### config.mk
export PLATFORM = sky130hd
export DESIGN_NAME = mem_rr_arbiter_flat
export DESIGN_NICKNAME = d
export VERILOG_FILES = /design/src/rtl/mem_rr_arbiter_if.sv /design/src/rtl/mem_rr_arbiter.sv /design/src/flat_wrapper.sv
export SDC_FILE = /design/constraint.sdc
export NUM_CORES = 1
export LEC_CHECK = 0
export CORE_AREA = 3 3 164 166
export CTS_BUF_LIST = sky130_fd_sc_hd__clkbuf_16
export CTS_CLUSTER_DIAMETER = 80
export DETAILED_ROUTE_END_ITERATION = 7
export DIE_AREA = 0 0 167 169
export GPL_TIMING_DRIVEN = 0
export PLACE_DENSITY = 0.62
export SYNTH_ARGS = -nofsm -noshare
export SYNTH_HDL_FRONTEND = slang
export SYNTH_SLANG_ARGS = --single-unit
### constraint.sdc
create_clock -name clk -period 2.7 [get_ports clk]
set_input_delay 0.54 -clock clk [delete_from_list [all_inputs] [get_ports clk]]
set_output_delay 0.54 -clock clk [all_outputs]
set_load 0.1 [all_outputs]
### src/rtl/mem_rr_arbiter_if.sv
// Native-interface request bus: N request lanes sharing one response path.
// The arbiter is the slave on the core side and the master downstream.
interface mem_rr_arbiter_if #(
  parameter int N  = 1,
  parameter int AW = 32,
  parameter int DW = 32
);
  localparam int SW = DW / 8;

  logic [N-1:0]    valid;
  logic [N*AW-1:0] addr;
  logic [N*DW-1:0] wdata;
  logic [N*SW-1:0] wstrb;
  logic [N-1:0]    ready;
  logic [DW-1:0]   rdata;

  modport master (
    output valid, addr, wdata, wstrb,
    input  ready, rdata
  );

  modport slave (
    input  valid, addr, wdata, wstrb,
    output ready, rdata
  );
endinterface

### src/rtl/mem_rr_arbiter.sv
// Shares one downstream memory port among N native-interface masters,
// one transaction in flight, with round-robin or fixed priority and a timeout.
module mem_rr_arbiter #(
  parameter int N_PORTS        = 4,
  parameter int ADDR_W         = 32,
  parameter int DATA_W         = 32,
  parameter int PRIO_MODE      = 0,
  parameter int TIMEOUT_CYCLES = 255
) (
  input  logic                       clk,
  input  logic                       resetn,
  mem_rr_arbiter_if.slave            up,
  mem_rr_arbiter_if.master           dn,
  output logic [$clog2(N_PORTS)-1:0] grant_id,
  output logic                       busy,
  output logic                       err_pulse
);
  localparam int STRB_W = DATA_W / 8;
  localparam int IDX_W  = $clog2(N_PORTS);
  localparam int CNT_W  = (TIMEOUT_CYCLES > 0) ?
                          $clog2(TIMEOUT_CYCLES + 1) : 1;

  typedef enum logic [1:0] {
    S_IDLE,
    S_ISSUE,
    S_RESP
  } state_t;

  state_t              r_state;
  logic [IDX_W-1:0]    r_grant;
  logic [IDX_W-1:0]    r_rr_ptr;
  logic [CNT_W-1:0]    r_cnt;
  logic                r_dn_valid;
  logic [ADDR_W-1:0]   r_dn_addr;
  logic [DATA_W-1:0]   r_dn_wdata;
  logic [STRB_W-1:0]   r_dn_wstrb;
  logic [N_PORTS-1:0]  r_up_ready;
  logic [DATA_W-1:0]   r_up_rdata;
  logic                r_busy;
  logic                r_err;

  logic                w_found;
  logic [IDX_W-1:0]    w_win;
  int                  w_base;
  int                  w_idx;
  logic [CNT_W-1:0]    w_cnt_nxt;
  logic                w_timeout;
  logic [N_PORTS-1:0]  w_gnt_oh;

  assign w_base = (PRIO_MODE != 0) ? 0 : int'(r_rr_ptr);

  // Scan downward so the last hit is the first index in scan order.
  always_comb begin
    w_found = 1'b0;
    w_win   = '0;
    w_idx   = 0;
    for (int i = N_PORTS - 1; i >= 0; i--) begin
      w_idx = w_base + i;
      if (w_idx >= N_PORTS) w_idx = w_idx - N_PORTS;
      if (up.valid[w_idx]) begin
        w_found = 1'b1;
        w_win   = IDX_W'(w_idx);
      end
    end
  end

  assign w_cnt_nxt = (&r_cnt) ? r_cnt : r_cnt + 1'b1;
  assign w_timeout = (TIMEOUT_CYCLES != 0) &&
                     (w_cnt_nxt == CNT_W'(TIMEOUT_CYCLES));
  assign w_gnt_oh  = {{(N_PORTS-1){1'b0}}, 1'b1} << r_grant;

  always_ff @(posedge clk or negedge resetn) begin
    if (!resetn) begin
      r_state    <= S_IDLE;
      r_grant    <= '0;
      r_rr_ptr   <= '0;
      r_cnt      <= '0;
      r_dn_valid <= 1'b0;
      r_dn_addr  <= '0;
      r_dn_wdata <= '0;
      r_dn_wstrb <= '0;
      r_up_ready <= '0;
      r_up_rdata <= '0;
      r_busy     <= 1'b0;
      r_err      <= 1'b0;
    end else begin
      unique case (r_state)
        S_IDLE: begin
          if (w_found) begin
            r_dn_valid <= 1'b1;
            r_dn_addr  <= up.addr[int'(w_win)*ADDR_W +: ADDR_W];
            r_dn_wdata <= up.wdata[int'(w_win)*DATA_W +: DATA_W];
            r_dn_wstrb <= up.wstrb[int'(w_win)*STRB_W +: STRB_W];
            r_grant    <= w_win;
            r_cnt      <= '0;
            r_busy     <= 1'b1;
            r_state    <= S_ISSUE;
          end
        end
        S_ISSUE: begin
          // A completion in the expiring cycle still beats the abort.
          if (dn.ready[0]) begin
            r_dn_valid <= 1'b0;
            r_up_rdata <= (r_dn_wstrb == '0) ? dn.rdata : '0;
            r_up_ready <= w_gnt_oh;
            r_state    <= S_RESP;
          end else if (w_timeout) begin
            r_dn_valid <= 1'b0;
            r_up_rdata <= '1;
            r_up_ready <= w_gnt_oh;
            r_err      <= 1'b1;
            r_state    <= S_RESP;
          end else begin
            r_cnt <= w_cnt_nxt;
          end
        end
        S_RESP: begin
          r_up_ready <= '0;
          r_err      <= 1'b0;
          r_busy     <= 1'b0;
          if (PRIO_MODE == 0) begin
            r_rr_ptr <= (r_grant == IDX_W'(N_PORTS - 1)) ?
                        '0 : r_grant + 1'b1;
          end
          r_state <= S_IDLE;
        end
        default: r_state <= S_IDLE;
      endcase
    end
  end

  assign dn.valid  = r_dn_valid;
  assign dn.addr   = r_dn_addr;
  assign dn.wdata  = r_dn_wdata;
  assign dn.wstrb  = r_dn_wstrb;
  assign up.ready  = r_up_ready;
  assign up.rdata  = r_up_rdata;
  assign grant_id  = r_grant;
  assign busy      = r_busy;
  assign err_pulse = r_err;
endmodule

### src/flat_wrapper.sv
// flat-port wrapper written by rule: the top's interface ports become plain ports
module mem_rr_arbiter_flat 
#(
  parameter int N_PORTS        = 4,
  parameter int ADDR_W         = 32,
  parameter int DATA_W         = 32,
  parameter int PRIO_MODE      = 0,
  parameter int TIMEOUT_CYCLES = 255
)
  (clk, resetn, grant_id, busy, err_pulse, up_valid, up_addr, up_wdata, up_wstrb, up_ready, up_rdata, dn_valid, dn_addr, dn_wdata, dn_wstrb, dn_ready, dn_rdata);
  mem_rr_arbiter_if #(.N(4), .AW(32), .DW(32)) up_i ();
  mem_rr_arbiter_if #(.N(1), .AW(32), .DW(32)) dn_i ();
  input  logic clk;
  input  logic resetn;
  output logic [$clog2(N_PORTS)-1:0] grant_id;
  output logic busy;
  output logic err_pulse;
  input wire logic [$bits(up_i.valid)-1:0] up_valid;
  input wire logic [$bits(up_i.addr)-1:0] up_addr;
  input wire logic [$bits(up_i.wdata)-1:0] up_wdata;
  input wire logic [$bits(up_i.wstrb)-1:0] up_wstrb;
  output wire logic [$bits(up_i.ready)-1:0] up_ready;
  output wire logic [$bits(up_i.rdata)-1:0] up_rdata;
  output wire logic [$bits(dn_i.valid)-1:0] dn_valid;
  output wire logic [$bits(dn_i.addr)-1:0] dn_addr;
  output wire logic [$bits(dn_i.wdata)-1:0] dn_wdata;
  output wire logic [$bits(dn_i.wstrb)-1:0] dn_wstrb;
  input wire logic [$bits(dn_i.ready)-1:0] dn_ready;
  input wire logic [$bits(dn_i.rdata)-1:0] dn_rdata;
  assign up_i.valid = up_valid;
  assign up_i.addr = up_addr;
  assign up_i.wdata = up_wdata;
  assign up_i.wstrb = up_wstrb;
  assign up_ready = up_i.ready;
  assign up_rdata = up_i.rdata;
  assign dn_valid = dn_i.valid;
  assign dn_addr = dn_i.addr;
  assign dn_wdata = dn_i.wdata;
  assign dn_wstrb = dn_i.wstrb;
  assign dn_i.ready = dn_ready;
  assign dn_i.rdata = dn_rdata;
  mem_rr_arbiter #(.N_PORTS(N_PORTS), .ADDR_W(ADDR_W), .DATA_W(DATA_W), .PRIO_MODE(PRIO_MODE), .TIMEOUT_CYCLES(TIMEOUT_CYCLES)) u_core (.clk(clk), .resetn(resetn), .up(up_i), .dn(dn_i), .grant_id(grant_id), .busy(busy), .err_pulse(err_pulse));
endmodule
==> results_dict.tcl <==
set metrics [dict create \
    primary_ff_master_synth "sky130_fd_sc_hd__dfrtp_1" \
    asyncSetResetFlopFracSynth_pct 100 \
    util_after_layout_pct 49.2 \
    first_global_vias 8402 \
    post_drt_wl_per_cell_um 20.3 \
    worst_ir_drop_vdd_mv 0.983 \
    critical_path_required_ns 2.16 \
    vias 8274 \
    cts-root-to-sink-buffers 2 \
    layout.nets 1644 \
    hold_viol 0 \
    track_usage_pct 23.2 \
    cts_sinks 121 \
    critPathLaunchType "flip-flop" \
    grt_max_degree 75 \
    numCtsBuffers 17 \
    drt_first_pass_iters 5 \
    fp.coreArea_sq_um 25800 \
    post-synth-top-area-cell "sky130_fd_sc_hd__dfrtp_1" \
    clock_tree_from_tritoncts "built" \
    fin_crit_sh_pct 97.0 \
    synth_cells 886 \
    worst_slack_ns 0.0797 \
    max_slew_violation_count 0 \
    first_iter_violations 411 \
    synth_top_cells_by_area "sky130_fd_sc_hd__dfrtp_1, sky130_fd_sc_hd__nand2_1, sky130_fd_sc_hd__o31ai_1" \
    finalSetupViolations 0 \
    placement_rows 59 \
    postSynthNetCount 1205 \
    fp.dieW_um 167 \
    post_cts_clock_slew_at_the_launch_and_capture_registers_of_the_worst_setup_and_hold_paths_ns 0.07 \
    post_cts_buffers 0 \
    antenna_found_initial 5 \
    reg2reg_setup_slack_ns 0.20 \
    synthToLayoutAreaGrowth_pct 72.1 \
    level_count_of_the_clock_h_tree 4 \
    numPortBuffers 419 \
    cts_hold_repair.buffers 0 \
    drv.max_cap_violation_count 0 \
    die_height_um 169 \
    worst_r2r_startpoint "u_core.r_cnt[0]$_DFFE_PN0P_" \
    synth-edff-count 0 \
    leakage_uw 0.00537 \
    worstSetupPathType "reg -> out" \
    worst_hold_path_type "in -> async" \
    report.power.total_uw 18700 \
    fin_skew_ns 0.0124 \
    slew_headroom_pct 25.9 \
    num-fill-cells 2532 \
    path_buf_inv 1 \
    outcome "completed" \
    yosys.cell_types.count 47 \
    yosysWarnings 0 \
    reg2reg_depth 8 \
    crit_slowest_cell "sky130_fd_sc_hd__clkdlybuf4s50_1" \
    floorplan.initialDensity_pct 28.6 \
    post_drt_via_cell_ratio 4.94 \
    max_slew.worst_pin.slew_ns 1.11 \
    critPathLaunch "u_core.grant_id[0]$_DFFE_PN0P_" \
    synth-seq-cells 121 \
    crit_path_max_fanout 6 \
    gr-total-overflow 0 \
    worstPathCellList "clkdlybuf4s50_1" \
    synth_top_cells_by_count "sky130_fd_sc_hd__nand2_1, sky130_fd_sc_hd__dfrtp_1, sky130_fd_sc_hd__o31ai_1, sky130_fd_sc_hd__a211oi_1, sky130_fd_sc_hd__and3_1" \
    clkLatencyLatePin_ns 0.42 \
    first_pass_grt_wire_length_mm 50.2 \
    critPathMaxStageDelay_ns 1.20 \
    unrepaired_setup_endpoints_after_global_routing "no" \
    endpoint_kind "output pin" \
    cts_root_buf "sky130_fd_sc_hd__clkbuf_16" \
    synth_largest_type_area_fraction_pct 41.1 \
    synth_area_sq_um 7370 \
    reg2reg_to "u_core.r_cnt[1]$_DFFE_PN0P_" \
    syn_avg_cell_area_sq_um 8.31 \
    synthMostInstantiatedCell "sky130_fd_sc_hd__nand2_1" \
    drt_wl_total_mm 34.0 \
    dieArea_sq_um 28200 \
    clock.fmax_mhz 382 \
    boundaryPins 420 \
    critPathTopFamily "buffers and inverters" \
    number_of_antenna_violating_nets_in_the_routed_design 0 \
    cp_data_arrival_time_ns 2.08 \
    route.detailed.drc 0 \
    preCtsSetupSlack_ns -0.492 \
    synth.yosys.seq_area_share_pct 41.1 \
    post-dp-hpwl_mm 26.9 \
    place.gp.congestion 0.873 \
    period_minus_slack_ns 2.62 \
    cellPowerDensity_nw_per_um2 1470 \
    layout-drive-gt1-share_pct 8.07 \
]
-- flip-flops by register name, indices dropped and copies added, names as in the netlist, 4 cells and up --
register / cells
u_core.dn.addr: 32
u_core.dn.wdata: 32
u_core.up.rdata: 32
u_core.dn.wstrb: 4
u_core.r_cnt: 8
u_core.up.ready: 4
-- what timing repair did --
action | CTS | global route
gates cloned | 0 | 0
setup endpoints to repair | 8 | 47
gates resized for setup | 1 | 11
-- cell families (layout without fill, tap and decap cells) --
logic type / Yosys count / after routing / synth area share, %
compound gates: 259 / 259 / 25.4
fa+ha+maj: 8 / 8 / 1.36
buf+inv: 115 / 567 / 6.81
flops: 121 / 121 / 41.1
mux: 4 / 4 / 0.577
other cells: 0 / 3 / 0
simple gates: 379 / 379 / 24.7
-- routing by layer --
metal / vias to the layer above / share of wire (%) / GRT usage [%] / routed length [um]
li1: 3989 / - / - / -
met1: 3880 / 40 / 28.1 / 13600
met2: 347 / 49 / 39.3 / 16500
met3: 54 / 8.1 / 6.49 / 2770
met4: 4 / 3.2 / 9.04 / 1090
met5: - / 0.10 / 0 / 34
-- how the worst max path moves through the flow --
stage | to | slack (ns) | cells past startpoint
finish | grant_id[0] | 0.08 | 1
global route | u_core.dn.addr[15]$_DFFE_PN0P_ | 0.004 | 8
CTS | u_core.dn.addr[1]$_DFFE_PN0P_ | 0.04 | 7
detailed placement | u_core.dn.addr[7]$_DFFE_PN0P_ | -0.49 | 8
global placement | u_core.dn.addr[20]$_DFFE_PN0P_ | -4.19 | 1
floorplan | u_core.r_cnt[1]$_DFFE_PN0P_ | 0.59 | 8
-- layout by cell type (no fill, tap or decap), drive strengths merged, types with 3 or more instances in the layout --
master         Yosys  routed
o31ai             72      72
clkdlybuf4s50      0     418
bufinv             0       4
nand2            217     217
nor2b              4       4
and3              69      69
nor2               6       6
a32o               3       3
and2              70      70
dfrtp            121     121
a21oi             75      75
o21ai             18      18
ha                 8       8
diode              0       3
a211oi            71      71
clkbuf            43      61
inv               40      49
a22o               4       4
buf               32      33
nand3              4       4
-- report_power, final --
group / switching (uW) / internal, uW
sequential: 511 / 2700
clock: 981 / 1590
combinational: 9560 / 3340
total: 11100 / 7640
-- cell type report --
| class | instances | area [sq um] | area share, % |
|---|---|---|---|
| antenna | 3 | 7.51 | 0.0592 |
| clock inverter | 15 | 228 | 1.80 |
| inverter | 40 | 150 | 1.18 |
| tap | 335 | 419 | 3.31 |
| multi-input combinational | 650 | 3840 | 30.3 |
| buffer | 75 | 360 | 2.84 |
| timing repair buffer | 420 | 4220 | 33.3 |
| sequential | 121 | 3030 | 23.9 |
| clock buffer | 17 | 425 | 3.36 |
-- worst reg2reg max path, stage by stage, from the launching register on --
cell,delay [ns]
sky130_fd_sc_hd__dfrtp_1,0.42
sky130_fd_sc_hd__ha_1,0.20
sky130_fd_sc_hd__buf_2,0.16
sky130_fd_sc_hd__nand4_1,0.20
sky130_fd_sc_hd__a41oi_1,0.11
sky130_fd_sc_hd__a2111oi_4,0.45
sky130_fd_sc_hd__nand2_1,0.32
sky130_fd_sc_hd__nand2_1,0.18
sky130_fd_sc_hd__mux2_2,0.34
-- metrics by stage --
| step | instances | cell area, sq um | hold slack, ns | setup TNS, ns |
|---|---|---|---|---|
| after floorplan | 886 | 7370 | 0.244 | 0 |
| after global placement | 1640 | 12000 | 0.461 | -525.64 |
| after detailed placement | 1641 | 12000 | 0.465 | -21.95 |
| after CTS | 1673 | 12700 | 0.0620 | 0 |
| after global routing | 1676 | 12700 | 0.0767 | 0 |
| final | 1676 | 12700 | 0.0588 | 0 |
Note: power is estimated with default switching activity, not from simulation.
